$ cat src/rtl/frotaegis_pkg.sv
// Shared types and helpers for the Frotaegis capture buffer.
// The optional drop counter is enabled with FROTAEGIS_DROP_CNT_EN.
package frotaegis_pkg;

  typedef enum logic {
    FILL = 1'b0,
    CALC = 1'b1
  } state_t;

  localparam int DROP_CNT_W = 16;

  function automatic int entry_width(input int ch_size, input int data_size);
    return ch_size + data_size;
  endfunction

  // Supports up to 32 channels; callers zero-extend their valid vector.
  function automatic logic [DROP_CNT_W-1:0] popcount(input logic [31:0] v);
    logic [DROP_CNT_W-1:0] n;
    n = '0;
    for (int i = 0; i < 32; i++) begin
      n = n + DROP_CNT_W'(v[i]);
    end
    return n;
  endfunction

endpackage

$ cat src/rtl/frotaegis_rr_arbiter.sv
// Combinational round-robin arbiter: grants the lowest-index request at or
// after ptr, wrapping at CH_NUM. ptr must be below CH_NUM.
module frotaegis_rr_arbiter
  import frotaegis_pkg::*;
#(
  parameter int CH_NUM  = 2,
  parameter int CH_SIZE = 1
) (
  input  logic [CH_NUM-1:0]  req,
  input  logic [CH_SIZE-1:0] ptr,
  output logic [CH_NUM-1:0]  grant,
  output logic [CH_SIZE-1:0] idx,
  output logic               any
);

  always_comb begin
    int c;
    logic [CH_SIZE-1:0] ci;
    c     = 0;
    ci    = '0;
    grant = '0;
    idx   = '0;
    any   = 1'b0;
    for (int k = 0; k < CH_NUM; k++) begin
      c = int'(ptr) + k;
      if (c >= CH_NUM) c = c - CH_NUM;
      ci = CH_SIZE'(c);
      if (!any && req[ci]) begin
        any       = 1'b1;
        grant[ci] = 1'b1;
        idx       = ci;
      end
    end
  end

endmodule

$ cat src/rtl/frotaegis_capture_buffer.sv
// Multi-channel capture buffer: round-robin merge into a circular history,
// freeze after DATA_NUM writes, oldest-first readout. Option: FROTAEGIS_DROP_CNT_EN.
module frotaegis_capture_buffer
  import frotaegis_pkg::*;
#(
  parameter int DATA_SIZE   = 4,
  parameter int CH_NUM      = 2,
  parameter int CH_SIZE     = 1,
  parameter int DATA_NUM    = 16,
  parameter int LENGTH      = 64,
  parameter int LENGTH_SIZE = 6
) (
  input  logic                          clk,
  input  logic                          rst,
  input  logic [CH_NUM-1:0]             valid,
  input  logic [CH_NUM*DATA_SIZE-1:0]   data,
  input  logic                          coll,
  output logic                          stop4calc,
  input  logic                          rd_en,
  output logic [CH_SIZE+DATA_SIZE-1:0]  rd_data,
  output logic                          rd_valid,
  input  logic                          calc_done,
  output logic [LENGTH_SIZE:0]          level
`ifdef FROTAEGIS_DROP_CNT_EN
  ,
  output logic [DROP_CNT_W-1:0]         drop_cnt
`endif
);

  localparam int ENTRY_W = entry_width(CH_SIZE, DATA_SIZE);
  localparam logic [LENGTH_SIZE:0] LEVEL_FULL = (LENGTH_SIZE + 1)'(LENGTH);
  localparam logic [LENGTH_SIZE:0] WIN_LAST   = (LENGTH_SIZE + 1)'(DATA_NUM);
  localparam logic [CH_SIZE-1:0]   CH_LAST    = CH_SIZE'(CH_NUM - 1);

  state_t                 state_reg, state_next;
  logic [LENGTH_SIZE:0]   win_cnt_reg, win_cnt_next;
  logic [LENGTH_SIZE:0]   level_reg;
  logic [LENGTH_SIZE-1:0] wr_ptr_reg, rd_ptr_reg;
  logic [CH_SIZE-1:0]     rr_ptr_reg;
  logic [ENTRY_W-1:0]     rd_data_reg;
  logic                   rd_valid_reg;

  logic [CH_NUM-1:0]      grant;
  logic [CH_SIZE-1:0]     grant_idx;
  logic                   grant_any;
  logic [DATA_SIZE-1:0]   masked [CH_NUM];
  logic [DATA_SIZE-1:0]   sample;
  logic                   wr_en, pop, full;

  logic [ENTRY_W-1:0]     mem [LENGTH];

  frotaegis_rr_arbiter #(
    .CH_NUM  (CH_NUM),
    .CH_SIZE (CH_SIZE)
  ) u_arbiter (
    .req   (valid),
    .ptr   (rr_ptr_reg),
    .grant (grant),
    .idx   (grant_idx),
    .any   (grant_any)
  );

  generate
    for (genvar gi = 0; gi < CH_NUM; gi++) begin : g_mask
      assign masked[gi] = data[gi*DATA_SIZE +: DATA_SIZE] & {DATA_SIZE{grant[gi]}};
    end
  endgenerate

  always_comb begin
    sample = '0;
    for (int i = 0; i < CH_NUM; i++) begin
      sample = sample | masked[i];
    end
  end

  assign full  = (level_reg == LEVEL_FULL);
  assign wr_en = (state_reg == FILL) && coll && grant_any;
  assign pop   = (state_reg == CALC) && rd_en && (level_reg != '0);

  always_comb begin
    state_next   = state_reg;
    win_cnt_next = win_cnt_reg;
    case (state_reg)
      FILL: begin
        if (wr_en) begin
          win_cnt_next = win_cnt_reg + 1'b1;
          if (win_cnt_next == WIN_LAST) state_next = CALC;
        end
      end
      CALC: begin
        if (calc_done) begin
          state_next   = FILL;
          win_cnt_next = '0;
        end
      end
      default: state_next = FILL;
    endcase
  end

  always_ff @(posedge clk or posedge rst) begin
    if (rst) begin
      state_reg    <= FILL;
      win_cnt_reg  <= '0;
      level_reg    <= '0;
      wr_ptr_reg   <= '0;
      rd_ptr_reg   <= '0;
      rr_ptr_reg   <= '0;
      rd_data_reg  <= '0;
      rd_valid_reg <= 1'b0;
    end else begin
      state_reg    <= state_next;
      win_cnt_reg  <= win_cnt_next;
      rd_valid_reg <= pop;
      if (wr_en) begin
        wr_ptr_reg <= wr_ptr_reg + 1'b1;
        rr_ptr_reg <= (grant_idx == CH_LAST) ? '0 : grant_idx + 1'b1;
        // A full buffer drops its oldest entry so the reader stays on the oldest survivor.
        if (full) rd_ptr_reg <= rd_ptr_reg + 1'b1;
      end
      if (pop) begin
        rd_data_reg <= mem[rd_ptr_reg];
        rd_ptr_reg  <= rd_ptr_reg + 1'b1;
      end
      if (wr_en && !full) level_reg <= level_reg + 1'b1;
      else if (pop)       level_reg <= level_reg - 1'b1;
    end
  end

  // Storage carries no reset so it maps onto block RAM.
  always_ff @(posedge clk) begin
    if (wr_en) mem[wr_ptr_reg] <= {grant_idx, sample};
  end

  assign stop4calc = (state_reg == CALC);
  assign rd_data   = rd_data_reg;
  assign rd_valid  = rd_valid_reg;
  assign level     = level_reg;

`ifdef FROTAEGIS_DROP_CNT_EN
  logic [DROP_CNT_W-1:0] drop_cnt_reg;
  logic [DROP_CNT_W-1:0] drops;
  logic [DROP_CNT_W:0]   drop_sum;

  always_comb begin
    drops = '0;
    if (coll) begin
      drops = popcount(32'(valid));
      if ((state_reg == FILL) && grant_any) drops = drops - 1'b1;
    end
  end

  assign drop_sum = {1'b0, drop_cnt_reg} + {1'b0, drops};

  always_ff @(posedge clk or posedge rst) begin
    if (rst) begin
      drop_cnt_reg <= '0;
    end else if ((state_reg == CALC) && calc_done) begin
      drop_cnt_reg <= '0;
    end else if (drop_sum[DROP_CNT_W]) begin
      drop_cnt_reg <= '1;
    end else begin
      drop_cnt_reg <= drop_sum[DROP_CNT_W-1:0];
    end
  end

  assign drop_cnt = drop_cnt_reg;
`endif

endmodule

$ cat config.mk
export PLATFORM = sky130hd
export DESIGN_NAME = frotaegis_capture_buffer
export DESIGN_NICKNAME = d
export VERILOG_FILES = /design/src/rtl/frotaegis_pkg.sv /design/src/rtl/frotaegis_rr_arbiter.sv /design/src/rtl/frotaegis_capture_buffer.sv
export SDC_FILE = /design/constraint.sdc
export NUM_CORES = 1
export LEC_CHECK = 0
export CORE_MARGIN = 5
export CORE_UTILIZATION = 62
export DETAILED_ROUTE_END_ITERATION = 12
export PLACE_DENSITY_LB_ADDON = 0.2
export SLEW_MARGIN = 10
export SYNTH_ARGS = -nofsm -noshare
export SYNTH_HDL_FRONTEND = slang
export SYNTH_HIERARCHICAL = 1
export SYNTH_SLANG_ARGS = --single-unit
$ cat constraint.sdc
create_clock -name clk -period 4.4 [get_ports clk]
set_clock_uncertainty 0.1 [all_clocks]
set_input_delay 0.88 -clock clk [delete_from_list [all_inputs] [get_ports clk]]
set_output_delay 0.88 -clock clk [all_outputs]
set_load 0.01 [all_outputs]
======== Yosys cells after proc, flatten, opt, wreduce, memory -nomap -nowiden ========
Memory sizes are Yosys's and may differ from the RTL's. A register that Yosys moved wholly into a read port is not among the register bits.
Index checks and enable logic that the tools add are counted.
word-level totals
  input port bits ......................... 15
  memory bits (read-only) ................. 0
  memories ................................ 1
  word-level logic and storage cells ...... 79
  bits in latches ......................... 0
  output and inout port bits .............. 14
  bits in writable memories ............... 320
  bits in registers ....................... 29
memories
  memory  depth  width  read ports  clocked after memory_dff  write ports  RTL line                        RTL
  mem     64     5      1           1                         1            frotaegis_capture_buffer.sv:50  logic [ENTRY_W-1:0] mem [LENGTH];
cells by class
  shift-type cells ........................ 0
  add/sub/neg operators ................... 9
  equal/unequal tests ..................... 4
  multiply operators ...................... 0
  bitwise gates (word level) .............. 5
  magnitude comparators ................... 6
  muxes and demuxes ....................... 31
  div/mod/pow operators ................... 0
  reductions and logical operators ........ 16
operators with widths
  operator             number
  $mux 7               4
  $mux 1               18
  $mux 6               3
  $add 7x1->7 const B  2
  $pmux 7 s2           1
  $add 6x1->6 const B  2
  $and 4x4->4          2
  $logic_and 1x1->1    8
  $eq 7x5->1 const B   1
  $eq 7x7->1 const B   1
  $reduce_bool 7->1    1
  $sub 7x1->7 const B  1
  $reduce_bool 2->1    3
  $lt 1x2->1 const B   2
  $mux 2               2
  $ne 2x2->1 const B   2
  $or 4x4->4           1
  $reduce_and 2->1     2
  $add 1x1->2 const B  1
  $demux 1 s1          2
  $ge 1x1->1 const B   2
  $ge 1x2->1 const B   1
  $ge 2x2->1 const B   1
  $logic_not 1->1      2
  other kinds (5)      6

======== Logic depth before layout (Yosys ltp) ========
  word-level depth ........................ 11
  gate-level depth with buffers ........... 11

======== Cells and area by module ========
The synthesis kept the hierarchy.
modules (own cells, without submodules)
  module                    cells an instance  times used  seq. area each (sq um)  area each (sq um)
  frotaegis_capture_buffer  827                1           10460.0                 14367.5
  frotaegis_rr_arbiter      5                  1           0.0                     32.5

======== Worst setup path before layout ========
OpenSTA, ideal clock, no wires.
  path type ............................... input port to flip-flop
  start ................................... input valid[1]
  end ..................................... memory mem[0][4] in the netlist's numbering, data pin
  slack ................................... 0.019 ns
  setup time .............................. 0.733 ns
  arrival time ............................ 3.548 ns
  stages on the path ...................... 1
  data required time ...................... 3.567 ns
  cell sequence ........................... a21boi_0
on the way
  longest elaborated chain between the ends .. 6
ends and longest elaborated chain
  element                                    RTL line                        RTL
  from (decl)                                frotaegis_capture_buffer.sv:15  input logic [CH_NUM-1:0] valid,
  $mux 1 (not written as such) (2 in a row)  frotaegis_rr_arbiter.sv:28      if (!any && req[ci]) begin
  $mux 1                                     frotaegis_rr_arbiter.sv:28
  $logic_not 1->1                            frotaegis_rr_arbiter.sv:28
  $logic_and 1x1->1                          frotaegis_rr_arbiter.sv:28
  $mux 1 *                                   frotaegis_rr_arbiter.sv:28
  to (decl)                                  frotaegis_capture_buffer.sv:50
Every way passes the cells marked *; elsewhere a longest branch is shown, timed or not. The select of a mux whose other input is x is not followed.

======== Final worst setup path ========
  start ................................... register level_reg[2] (netlist: level[2])
  end ..................................... register level_reg[6] (netlist: level[6])
on the way
  longest elaborated chain between the ends .. 4
ends and longest elaborated chain
  element                                              RTL line                         RTL
  from (decl)                                          frotaegis_capture_buffer.sv:37   logic [LENGTH_SIZE:0] level_reg;
  from (signal assigned)                               frotaegis_capture_buffer.sv:124  if (wr_en && !full) level_reg <= level_reg + 1'b1;
  from (signal assigned)                               frotaegis_capture_buffer.sv:125  else if (pop) level_reg <= level_reg - 1'b1;
  branches (longest 4 deep; another with $sub 7x1->7)  -
Several ways; the timed one is not identified. The select of a mux whose other input is x is not followed.
A chain may end at the register's enable or synchronous reset.

==> run summary <==
first-pass GRT wire length: 47.6 mm
CTS max path bufs: 3
Filler cells: 1,417
critical path type: flop to flop
MaxCap Viol Count: 0
syn avg cell area: 17.3 sq um
flip-flop count of the largest register after layout: 320
CTS tree: done
relative slew slack: 0.353
Syn-to-layout area delta: 11.8%
Post-Syn Instances: 832
P_leak: 5.40 nW
RD Place Congestion: 0.938
Worst Slack Setup Final: 1220 ps
Setup crit start kind: flop
RSZ-0062 raised after global routing: false
Worst VDD drop: 0.384 mV
Initial Util: 0.632
wire per inst: 25.5 microns
final hold vios: 0
Post-route DRC: 0
largest net degree at the start of global routing: 65
final net count: 895
sw frac: 0.291
PostCTS Resize Cnt: 0
syn nets: 857
Mapped Area: 14,400 sq um
total setup buffers inserted after CTS: 0
yosys warns: 6
pre-CTS WS: 779 ps
final setup TNS: 0 ps
Post-Synth XOR/XNOR Area: 0.0109
switching power: 2.66 mW
Clock Sink Count: 354
#FFs+latches synth: 354
CP required: 4730 ps
post-route ant nets: 0
Seq pwr share: 0.462
vias in the first global route: 7,920
vias per std cell: 6.44
P_int: 6.46 mW
CTS root buffer: clkbuf_16
min Tclk post-route: 3180 ps
Synth Area in Compound Gates: 0.0600
Final setup viols: 0
PD cells: 567 nW/um^2
total global-route track usage: 0.240
num ports: 29
Adder-Cell Fraction of Synth Area: 0.00921
CTS buffer count: 35
mux contribution to synthesized area: 0.127
initial antenna violation count: 0
Primary FF master, synth: edfxtp_1
clock power share: 0.302
Hold Path Class: flop to flop
fraction of registers with async set/reset: 0.0960
ant diodes: 0
drt first pass iters: 5
number of synthesized flops with an enable pin: 320
Tcrit/Tclk final: 0.724
largest family of logic cells by synthesized area: multiplexers
grt ovf: 0
Rows: 55
maximum net fanout on the critical path: 7
Post-Route WL: 30.8 mm
crit path DAT: 3510 ps
hold_buf cts: 0
Slew @ Worst Pin: 971 ps
Crit. End Element: flop
clock-pin slew on the worst setup and hold paths: 60 ps
Netlist cell types: 60
cell area after placement: 15,000 sq um
clock latency at the later pin of the worst-skew pair: 510 ps
core area: 22,800 sq um
design area: 16,100 sq um
run status: finished, final reports clean
layout cell share with drive strength beyond 1: 0.152
die height: 162 microns
Die Width: 162 microns
Comb pwr share: 0.235
Achievable Freq: 314 MHz
Vias: 7,769
Simple-Gate Fraction of Synth Area: 0.0485
full die area: 26,400 sq um
Slew Limit Fails: 0
Detailed Route Iter0 Violations: 896
register area share after synthesis: 0.726
Detailed Place HPWL: 19.2 mm
Port Buf Inserts: 28
H-Tree Depth: 2
==> path summary, 6_finish.rpt <==
path / startpoint / to / slack, ps / depth (start not counted)
hold reg to reg: rr_ptr_reg / rr_ptr_reg / 420 / 2
setup reg to reg: level[2] / level[6] / 1220 / 10
max in group asynchronous: rst / rd_ptr_reg[1] / 2670 / 3
min in group asynchronous: rst / level[3] / 800 / 2
hold / removal: rr_ptr_reg / rr_ptr_reg / 420 / 2
setup / recovery: level[2] / level[6] / 1220 / 10
==> cells in the mapped netlist (all sizes together), types with 2 or more instances <==
| cell | instances | area (sq um) |
|---|---|---|
| nor2b | 6 | 37.5 |
| a21boi | 3 | 22.5 |
| nand2 | 37 | 141 |
| a221oi | 12 | 105 |
| mux4 | 49 | 1100 |
| a31oi | 2 | 12.5 |
| o211ai | 8 | 60.1 |
| xor2 | 4 | 35.0 |
| and3 | 3 | 23.8 |
| a32oi | 4 | 35.0 |
| nand3b | 4 | 30.0 |
| a21o | 2 | 15.0 |
| o221ai | 13 | 114 |
| a22oi | 6 | 45.0 |
| xnor2 | 14 | 123 |
| nand4 | 4 | 25.0 |
| ha | 9 | 113 |
| mux2 | 4 | 48.8 |
| a21oi | 25 | 136 |
| a22o | 5 | 43.8 |
| nor2 | 80 | 300 |
| clkbuf | 22 | 82.6 |
| o21ai | 29 | 156 |
| buf | 21 | 136 |
| nand3 | 11 | 60.1 |
| inv | 9 | 36.3 |
| or2 | 3 | 18.8 |
| and2 | 2 | 12.5 |
| or3 | 2 | 17.5 |
| dfrtp | 34 | 851 |
| a211oi | 2 | 15.0 |
| mux2i | 68 | 681 |
| o21bai | 2 | 15.0 |
| edfxtp | 320 | 9610 |
==> layout by cell type, fill, tap and decap left out, types with 6 or more instances in the layout <==
| master | count |
|---|---|
| edfxtp_1 | 320 |
| nor2_1 | 80 |
| mux2i_1 | 68 |
| mux4_2 | 49 |
| nand2_1 | 36 |
| clkbuf_16 | 35 |
| dfrtp_1 | 32 |
| o21ai_0 | 28 |
| clkdlybuf4s50_1 | 28 |
| a21oi_1 | 24 |
| xnor2_1 | 14 |
| o221ai_1 | 13 |
| a221oi_1 | 12 |
| buf_4 | 12 |
| nand3_1 | 10 |
| ha_1 | 9 |
| clkbuf_1 | 9 |
| o211ai_1 | 8 |
| inv_1 | 7 |
| nor2b_1 | 6 |
| a22oi_1 | 6 |
| clkinv_1 | 6 |
==> per-stage QoR <==
stage	power, mW	hold slack, ps	instances	util
global route	9.50	429	1207	0.707
global placement	6.35	377	1146	0.660
detailed placement	6.42	395	1146	0.660
finish	9.12	418	1207	0.707
floorplan	5.78	364	832	-
CTS	9.16	417	1207	0.707
==> power by group through the flow <==
| stage | clock, mW | combinational [mW] | sequential (mW) |
|---|---|---|---|
| final | 2.76 | 2.15 | 4.22 |
| after global routing | 2.95 | 2.30 | 4.25 |
| after CTS | 2.79 | 2.15 | 4.22 |
| after detailed placement | 0 | 2.14 | 4.28 |
| after global placement | 0 | 2.08 | 4.27 |
| after floorplan | 0 | 1.72 | 4.06 |
==> critical path, stage by stage (launching register included) <==
cell,delay [ps]
dfrtp_1,430
or4_4,590
or3_4,390
nand2_1,250
ha_1,330
a21o_1,190
a21oi_1,200
o21bai_1,80
a21oi_1,180
mux2i_1,230
xnor2_1,140
==> cell type report <==
class                   count  area, sq um  area share
inverters                   9         36.3     0.00225
flip-flops and latches    354        10500       0.650
repair buffers             44          450      0.0280
clock inverters            14          101     0.00630
well taps                 313          392      0.0243
clock buffers              47          951      0.0591
multi-input cells         426         3700       0.230
==> layer usage <==
layer  global-route usage  routed length, microns  up-vias
li1                     -                       -     3377
met1                0.353                   12500     3934
met2                0.373                   14700      396
met3               0.0468                    2730       62
met4               0.0719                     919        0
met5                    0                       0        -
==> cells by family (layout without fill, tap and decap cells) <==
kind of cell	after synthesis	after routing
AO/OA/AOI/OAI	121	121
adder cells (fa/ha/maj)	10	10
multiplexers	121	121
flip-flops	354	354
buffers and inverters	52	114
AND/OR/NAND/NOR	156	156
XOR/XNOR	18	18
Note: power is estimated with default switching activity, not from simulation.
